File: config.mk
export PLATFORM = sky130hd
export DESIGN_NAME = sram_req_arbiter
export DESIGN_NICKNAME = d
export VERILOG_FILES = /design/src/rtl/sram_req_arbiter_pkg.sv /design/src/rtl/sram_owner_fifo.sv /design/src/rtl/sram_req_arbiter.sv
export SDC_FILE = /design/constraint.sdc
export NUM_CORES = 1
export LEC_CHECK = 0
export BUFFER_PORTS_ARGS = -buffer_cell sky130_fd_sc_hd__buf_4
export CAP_MARGIN = 20
export CORE_AREA = 2 2 125 127
export CTS_CLUSTER_DIAMETER = 50
export DETAILED_ROUTE_END_ITERATION = 10
export DIE_AREA = 0 0 127 129
export SLEW_MARGIN = 20
export SYNTH_ARGS = -nofsm -noshare
export SYNTH_HDL_FRONTEND = slang
export SYNTH_SLANG_ARGS = --single-unit
File: constraint.sdc
create_clock -name clk -period 6.4 [get_ports clk]
set_input_delay 0.64 -clock clk [delete_from_list [all_inputs] [get_ports clk]]
set_output_delay 0.64 -clock clk [all_outputs]
set_load 0.02 [all_outputs]
File: src/rtl/sram_req_arbiter_pkg.sv
// Shared types and constants for the two-requester SRAM-like port arbiter.
// The owner encoding is also the bit stored in the in-order owner FIFO.
package sram_req_arbiter_pkg;

   localparam int SRAM_SIZE_WID = 2;

   localparam logic OWNER_INST = 1'b0;
   localparam logic OWNER_DATA = 1'b1;

   // Address-phase request fields that are muxed onto the shared memory port.
   typedef struct packed {
      logic                     wr;
      logic [SRAM_SIZE_WID-1:0] size;
      logic [3:0]               wstrb;
      logic [31:0]              addr;
      logic [31:0]              wdata;
   } sram_req_t;

endpackage

File: src/rtl/sram_owner_fifo.sv
// One-bit synchronous FIFO holding the owner of every accepted request,
// in issue order. Pushes are ignored when full and pops when empty.
module sram_owner_fifo #(
   parameter int DEPTH = 2
) (
   input  logic clk,
   input  logic reset,
   input  logic push,
   input  logic push_bit,
   input  logic pop,
   output logic full,
   output logic empty,
   output logic head
);

   localparam int AW = $clog2(DEPTH);
   localparam logic [AW:0] FULL_CNT = (AW + 1)'(DEPTH);

   logic [DEPTH-1:0] mem_q, mem_d;
   logic [AW-1:0]    wr_ptr_q, wr_ptr_d;
   logic [AW-1:0]    rd_ptr_q, rd_ptr_d;
   logic [AW:0]      cnt_q, cnt_d;
   logic             do_push, do_pop;

   assign full    = (cnt_q == FULL_CNT);
   assign empty   = (cnt_q == '0);
   assign head    = mem_q[rd_ptr_q];
   assign do_push = push && !full;
   assign do_pop  = pop && !empty;

   always_comb begin
      mem_d    = mem_q;
      wr_ptr_d = wr_ptr_q;
      rd_ptr_d = rd_ptr_q;
      cnt_d    = cnt_q;
      if (do_push) begin
         mem_d[wr_ptr_q] = push_bit;
         wr_ptr_d        = wr_ptr_q + 1'b1;
      end
      if (do_pop) begin
         rd_ptr_d = rd_ptr_q + 1'b1;
      end
      // Pointers wrap naturally; only the count needs to see push and pop together.
      case ({do_push, do_pop})
         2'b10:   cnt_d = cnt_q + 1'b1;
         2'b01:   cnt_d = cnt_q - 1'b1;
         default: cnt_d = cnt_q;
      endcase
   end

   always_ff @(posedge clk) begin
      if (reset) begin
         mem_q    <= '0;
         wr_ptr_q <= '0;
         rd_ptr_q <= '0;
         cnt_q    <= '0;
      end else begin
         mem_q    <= mem_d;
         wr_ptr_q <= wr_ptr_d;
         rd_ptr_q <= rd_ptr_d;
         cnt_q    <= cnt_d;
      end
   end

endmodule

File: src/rtl/sram_req_arbiter.sv
// Arbitrates the inst and data SRAM-like ports onto one memory port, with data
// priority, an inst anti-starvation limit and in-order response routing.
module sram_req_arbiter
   import sram_req_arbiter_pkg::*;
#(
   parameter int OUTSTANDING  = 2,
   parameter int STARVE_LIMIT = 4
) (
   input  logic                     clk,
   input  logic                     reset,
   input  logic                     inst_req,
   input  logic                     inst_wr,
   input  logic [SRAM_SIZE_WID-1:0] inst_size,
   input  logic [3:0]               inst_wstrb,
   input  logic [31:0]              inst_addr,
   input  logic [31:0]              inst_wdata,
   output logic                     inst_addr_ok,
   output logic                     inst_data_ok,
   output logic [31:0]              inst_rdata,
   input  logic                     data_req,
   input  logic                     data_wr,
   input  logic [SRAM_SIZE_WID-1:0] data_size,
   input  logic [3:0]               data_wstrb,
   input  logic [31:0]              data_addr,
   input  logic [31:0]              data_wdata,
   output logic                     data_addr_ok,
   output logic                     data_data_ok,
   output logic [31:0]              data_rdata,
   output logic                     mem_req,
   output logic                     mem_wr,
   output logic [SRAM_SIZE_WID-1:0] mem_size,
   output logic [3:0]               mem_wstrb,
   output logic [31:0]              mem_addr,
   output logic [31:0]              mem_wdata,
   input  logic                     mem_addr_ok,
   input  logic                     mem_data_ok,
   input  logic [31:0]              mem_rdata,
   output logic                     protocol_err
);

   localparam int SW = $clog2(STARVE_LIMIT + 1);
   localparam logic [SW-1:0] STARVE_MAX = SW'(STARVE_LIMIT);

   logic          lock_q, lock_d;
   logic          owner_q, owner_d;
   logic [SW-1:0] starve_cnt_q, starve_cnt_d;
   logic          perr_q, perr_d;

   logic          gnt_valid, gnt_side, handshake;
   logic          fifo_full, fifo_empty, fifo_head, fifo_pop;
   sram_req_t     inst_fields, data_fields, mem_fields;

   assign inst_fields = '{wr: inst_wr, size: inst_size, wstrb: inst_wstrb,
                          addr: inst_addr, wdata: inst_wdata};
   assign data_fields = '{wr: data_wr, size: data_size, wstrb: data_wstrb,
                          addr: data_addr, wdata: data_wdata};

   // Valid/ready: a requester holds *_req and its fields until *_addr_ok; a
   // transfer happens on any cycle where req and addr_ok are both high, and
   // *_data_ok is a single-cycle, unconditionally accepted response pulse.
   always_comb begin
      gnt_valid = 1'b0;
      gnt_side  = OWNER_DATA;
      if (lock_q) begin
         gnt_valid = 1'b1;
         gnt_side  = owner_q;
      end else if (fifo_full) begin
         gnt_valid = 1'b0;
      end else if (inst_req && (starve_cnt_q == STARVE_MAX || !data_req)) begin
         gnt_valid = 1'b1;
         gnt_side  = OWNER_INST;
      end else if (data_req) begin
         gnt_valid = 1'b1;
         gnt_side  = OWNER_DATA;
      end
   end

   always_comb begin
      mem_fields   = (gnt_side == OWNER_INST) ? inst_fields : data_fields;
      mem_req      = gnt_valid && ((gnt_side == OWNER_INST) ? inst_req : data_req);
      handshake    = mem_req && mem_addr_ok;
      inst_addr_ok = gnt_valid && (gnt_side == OWNER_INST) && mem_addr_ok;
      data_addr_ok = gnt_valid && (gnt_side == OWNER_DATA) && mem_addr_ok;
   end

   assign mem_wr    = mem_fields.wr;
   assign mem_size  = mem_fields.size;
   assign mem_wstrb = mem_fields.wstrb;
   assign mem_addr  = mem_fields.addr;
   assign mem_wdata = mem_fields.wdata;

   always_comb begin
      lock_d       = mem_req && !mem_addr_ok;
      owner_d      = mem_req ? gnt_side : owner_q;
      starve_cnt_d = starve_cnt_q;
      if (!inst_req) begin
         starve_cnt_d = '0;
      end else if (handshake && gnt_side == OWNER_INST) begin
         starve_cnt_d = '0;
      end else if (handshake && starve_cnt_q != STARVE_MAX) begin
         starve_cnt_d = starve_cnt_q + 1'b1;
      end
      perr_d = perr_q || (mem_data_ok && fifo_empty);
   end

   always_ff @(posedge clk) begin
      if (reset) begin
         lock_q       <= 1'b0;
         owner_q      <= OWNER_DATA;
         starve_cnt_q <= '0;
         perr_q       <= 1'b0;
      end else begin
         lock_q       <= lock_d;
         owner_q      <= owner_d;
         starve_cnt_q <= starve_cnt_d;
         perr_q       <= perr_d;
      end
   end

   assign fifo_pop     = mem_data_ok && !fifo_empty;
   assign inst_data_ok = fifo_pop && (fifo_head == OWNER_INST);
   assign data_data_ok = fifo_pop && (fifo_head == OWNER_DATA);
   assign inst_rdata   = mem_rdata;
   assign data_rdata   = mem_rdata;
   assign protocol_err = perr_q;

   sram_owner_fifo #(
      .DEPTH(OUTSTANDING)
   ) u_owner_fifo (
      .clk     (clk),
      .reset   (reset),
      .push    (handshake),
      .push_bit(gnt_side),
      .pop     (fifo_pop),
      .full    (fifo_full),
      .empty   (fifo_empty),
      .head    (fifo_head)
   );

endmodule

==> impl_results.md <==
* Req. time, crit path at roughly 5800 ps
* Ys async rst share at 0%
* Synth Area in Compound Gates at under 10%
* Yosys top cell area share at a little under a third
* Achievable Freq at 0.2838 GHz
* Gr usage total at between 10% and 20%
* CTS Root Cell: clkbuf_16
* Syn Area/Cell at 9.835 µm²
* Post-layout util at 24.90%
* Cts hold-fix bufs at 0
* GR Util met1 at between 10% and 20%
* FILL cells at 1579
* Core area at 14980 µm²
* Critical path launch point type: register
* Area Growth Syn to Fin at 59.96%
* M2 GR Usage at a little under a fifth
* Setup Skew at 4.879 ps
* Register bit total from synthesis at 12
* R2r setup slk at approximately 4000 ps
* Row count at 45
* CTS tree: done
* Number of buffers added on ports at roughly 220
* I/O pin total at approximately 320
* Grt ovf at 0
* Leak at approximately 1.9 nW
* Setup TNS at 0 ps
* XOR/XNOR share of the synthesized area at 1.127%
* DRT Pass-1 Iters at 4
* Slowest CP cell: buf_4
* Largest net degree at the start of global routing at 42
* Hpwl dp at 8518 µm
* Post-synth top area cell: mux2_4
* Vias per Instance at ~4.0
* H-tree Lvls at 1
* Post-synth top cells: buf_4, mux2_4, mux2_2
* CTS Sinks at 12
* Final wirelength at 9889 µm
* Worst-skew pair later-pin latency at between 200 and 250 ps
* Top post-synthesis cells by area: mux2_4, buf_4, mux2_2
* Die area at 16380 µm²
* Antenna violations before repair at 0
* Max_cap viols at 0
* Hold Violations, Final at 0
* Setup bufs post-CTS at 0
* Worst-Margin Slew at between 700 and 800 ps
* PostCTS Resize Cnt at 0
* Clk slew on worst S/H paths at roughly 40 ps
* Simple-gate portion of the synthesized area at around 9.0%
* Cell with the most instances after synthesis: buf_4
* CTS buffer count at 3
* Final Cycle Share at between 50% and 60%
* Die width at 127 µm
* Post-route minimum period at ~3500 ps
* Nets at about 570
* Post-Syn Instances at 237
* Peak VDD IR at just over 0.07 mV
* Relative slew slack at between 50% and 60%
* Crit path launch: u_owner_fifo.cnt_q[0]
* Wirelength per Cell at approximately 17 µm
* Hold Path Class: register to register
* Layout cells sized above 1 at ~78%
* Gr busiest metal: met2
* Syn_nets at 420
* Crit-path max cell delay at just under 700 ps
* Hold Slack at about 470 ps
* Number of diodes at 0
* Via Count at around 2300
* Status: complete, no violations
* Crit path kind: register to output pin
* Starting density of the core at 15.56%
* Max-slew violations at 0
* Crit path max fanout at slightly above 40
* R2R Path End: u_owner_fifo.cnt_q[1]
* Die Span Y at between 100 and 150 µm
* Final setup violation count at 0
* Library cells used by synthesis at 43
* Max clock buf depth at 2
* CP endpoint kind: output pin
* # DRC at 0
* Most frequent CP cell: buf_4
* Post-synthesis mux area share at a little over two fifths
* R2R Path Start: u_owner_fifo.cnt_q[0]
* Iteration-0 DRC Markers at around 130
* Main synth FF type: dfxtp_1
* GPL Wtd Cong at approximately 0.80
* Post-Synth Adder-Cell Area at ~1.6%
* R2R depth at 8
* EDFF count, synth at 0
* RSZ-0062 raised after global routing: no
* Syn Std Cell Area at 2331 µm²
* Antenna-violating nets left at 0
* First-pass GRT wire length at ~13000 µm
* Sequential area share after synthesis at 10.31%
* Setup crit end: mem_addr[19]
* Placed Cells at about 570
* WP data arrival at 2880 ps
* Final Non-Filler Cells at between 500 and 600
* Yosys warning count at 0
* Largest family of logic cells by synthesized area: multiplexers
* Crit-path cells: nand2b_1 -> a31o_4 -> buf_4 -> mux2_2 -> buf_4
* Vias in the first global route at roughly 2200
* Global Route met3 Usage at under 10%
* P per Cell Area at 191.2 nW/µm²
==> kinds of logic (layout without fill, tap and decap cells) <==
| group | after synthesis | after routing |
|---|---|---|
| and+or+nand+nor | 39 | 39 |
| DFF | 12 | 12 |
| muxes | 74 | 74 |
| buffers and inverters | 85 | 238 |
| xor gates and xnor gates | 3 | 3 |
| AOI/OAI and AO/OA | 21 | 21 |
| adders and majority gates | 3 | 3 |
==> routing by layer <==
metal	routed length, µm	vias up
li1	-	1070
met1	3882	1066
met2	5000	142
met3	873	11
met4	133	0
met5	0	-
==> worst min-delay path by stage <==
stage | from | endpoint | slack (ps) | depth (start not counted)
2_1_floorplan | u_owner_fifo.mem_q[0] | u_owner_fifo.mem_q[0] | 430 | 2
3_3_place_gp | u_owner_fifo.mem_q[0] | u_owner_fifo.mem_q[0] | 450 | 2
3_5_place_dp | u_owner_fifo.mem_q[0] | u_owner_fifo.mem_q[0] | 460 | 2
4_1_cts | u_owner_fifo.mem_q[0] | u_owner_fifo.mem_q[0] | 470 | 2
5_1_grt | u_owner_fifo.mem_q[0] | u_owner_fifo.mem_q[0] | 500 | 2
6_report | u_owner_fifo.mem_q[0] | u_owner_fifo.mem_q[0] | 470 | 2
==> per-stage QoR <==
| step | power [W] | setup WS (ps) | area (µm²) |
|---|---|---|---|
| global placement | 0.0005850 | 3018 | 3640 |
| global route | 0.0007498 | 2692 | 3729 |
| floorplan | 0.0004610 | 3754 | 2331 |
| CTS | 0.0007221 | 2822 | 3729 |
| detailed placement | 0.0005907 | 2934 | 3640 |
| finish | 0.0007130 | 2876 | 3729 |
==> power by group <==
part	total (W)	internal (W)	switching (W)	leakage, nW
clock	0.000125	0.0000942	0.0000313	0.0442
combinational	0.000487	0.000254	0.000232	1.72
sequential	0.000101	0.0000888	0.0000120	0.0984
==> registers in the layout, indices dropped and copies added (netlist names) <==
| register | cells |
|---|---|
| lock_q | 1 |
| u_owner_fifo.wr_ptr_q | 1 |
| u_owner_fifo.rd_ptr_q | 1 |
| protocol_err | 1 |
| owner_q | 1 |
| u_owner_fifo.mem_q | 2 |
| starve_cnt_q | 3 |
| u_owner_fifo.cnt_q | 2 |
==> critical path, delay by kind of cell, from the launching register on <==
kind	cells	cell delay, ps
simple gates	1	370
compound gates	1	580
flops	1	400
mux	1	420
buf+inv	2	840
==> placed cells by master (no fill, tap or decap), drive strengths merged, types with 2 or more instances in the layout <==
master  instances
nand2b          4
mux2           71
xor2            2
and3            2
inv             9
clkbuf          4
nand2           7
nor2            7
nand3           4
buf           225
a21oi           5
or2             2
mux2i           3
dfxtp          12
nor2b           2
o21ai           2
nor3            3
o32ai           2
nor4            3
ha              3
==> layout make-up <==
type | count | area, µm² | share of cell area (%)
flip-flops and latches | 12 | 240.2 | 6.443
multi-input cells | 140 | 1441 | 38.66
well taps | 188 | 235.2 | 6.309
repair buffers | 225 | 1689 | 45.30
clock buffers | 4 | 88.84 | 2.383
inverters | 9 | 33.78 | 0.9060
No activity file was read; power rests on OpenSTA's default activity.
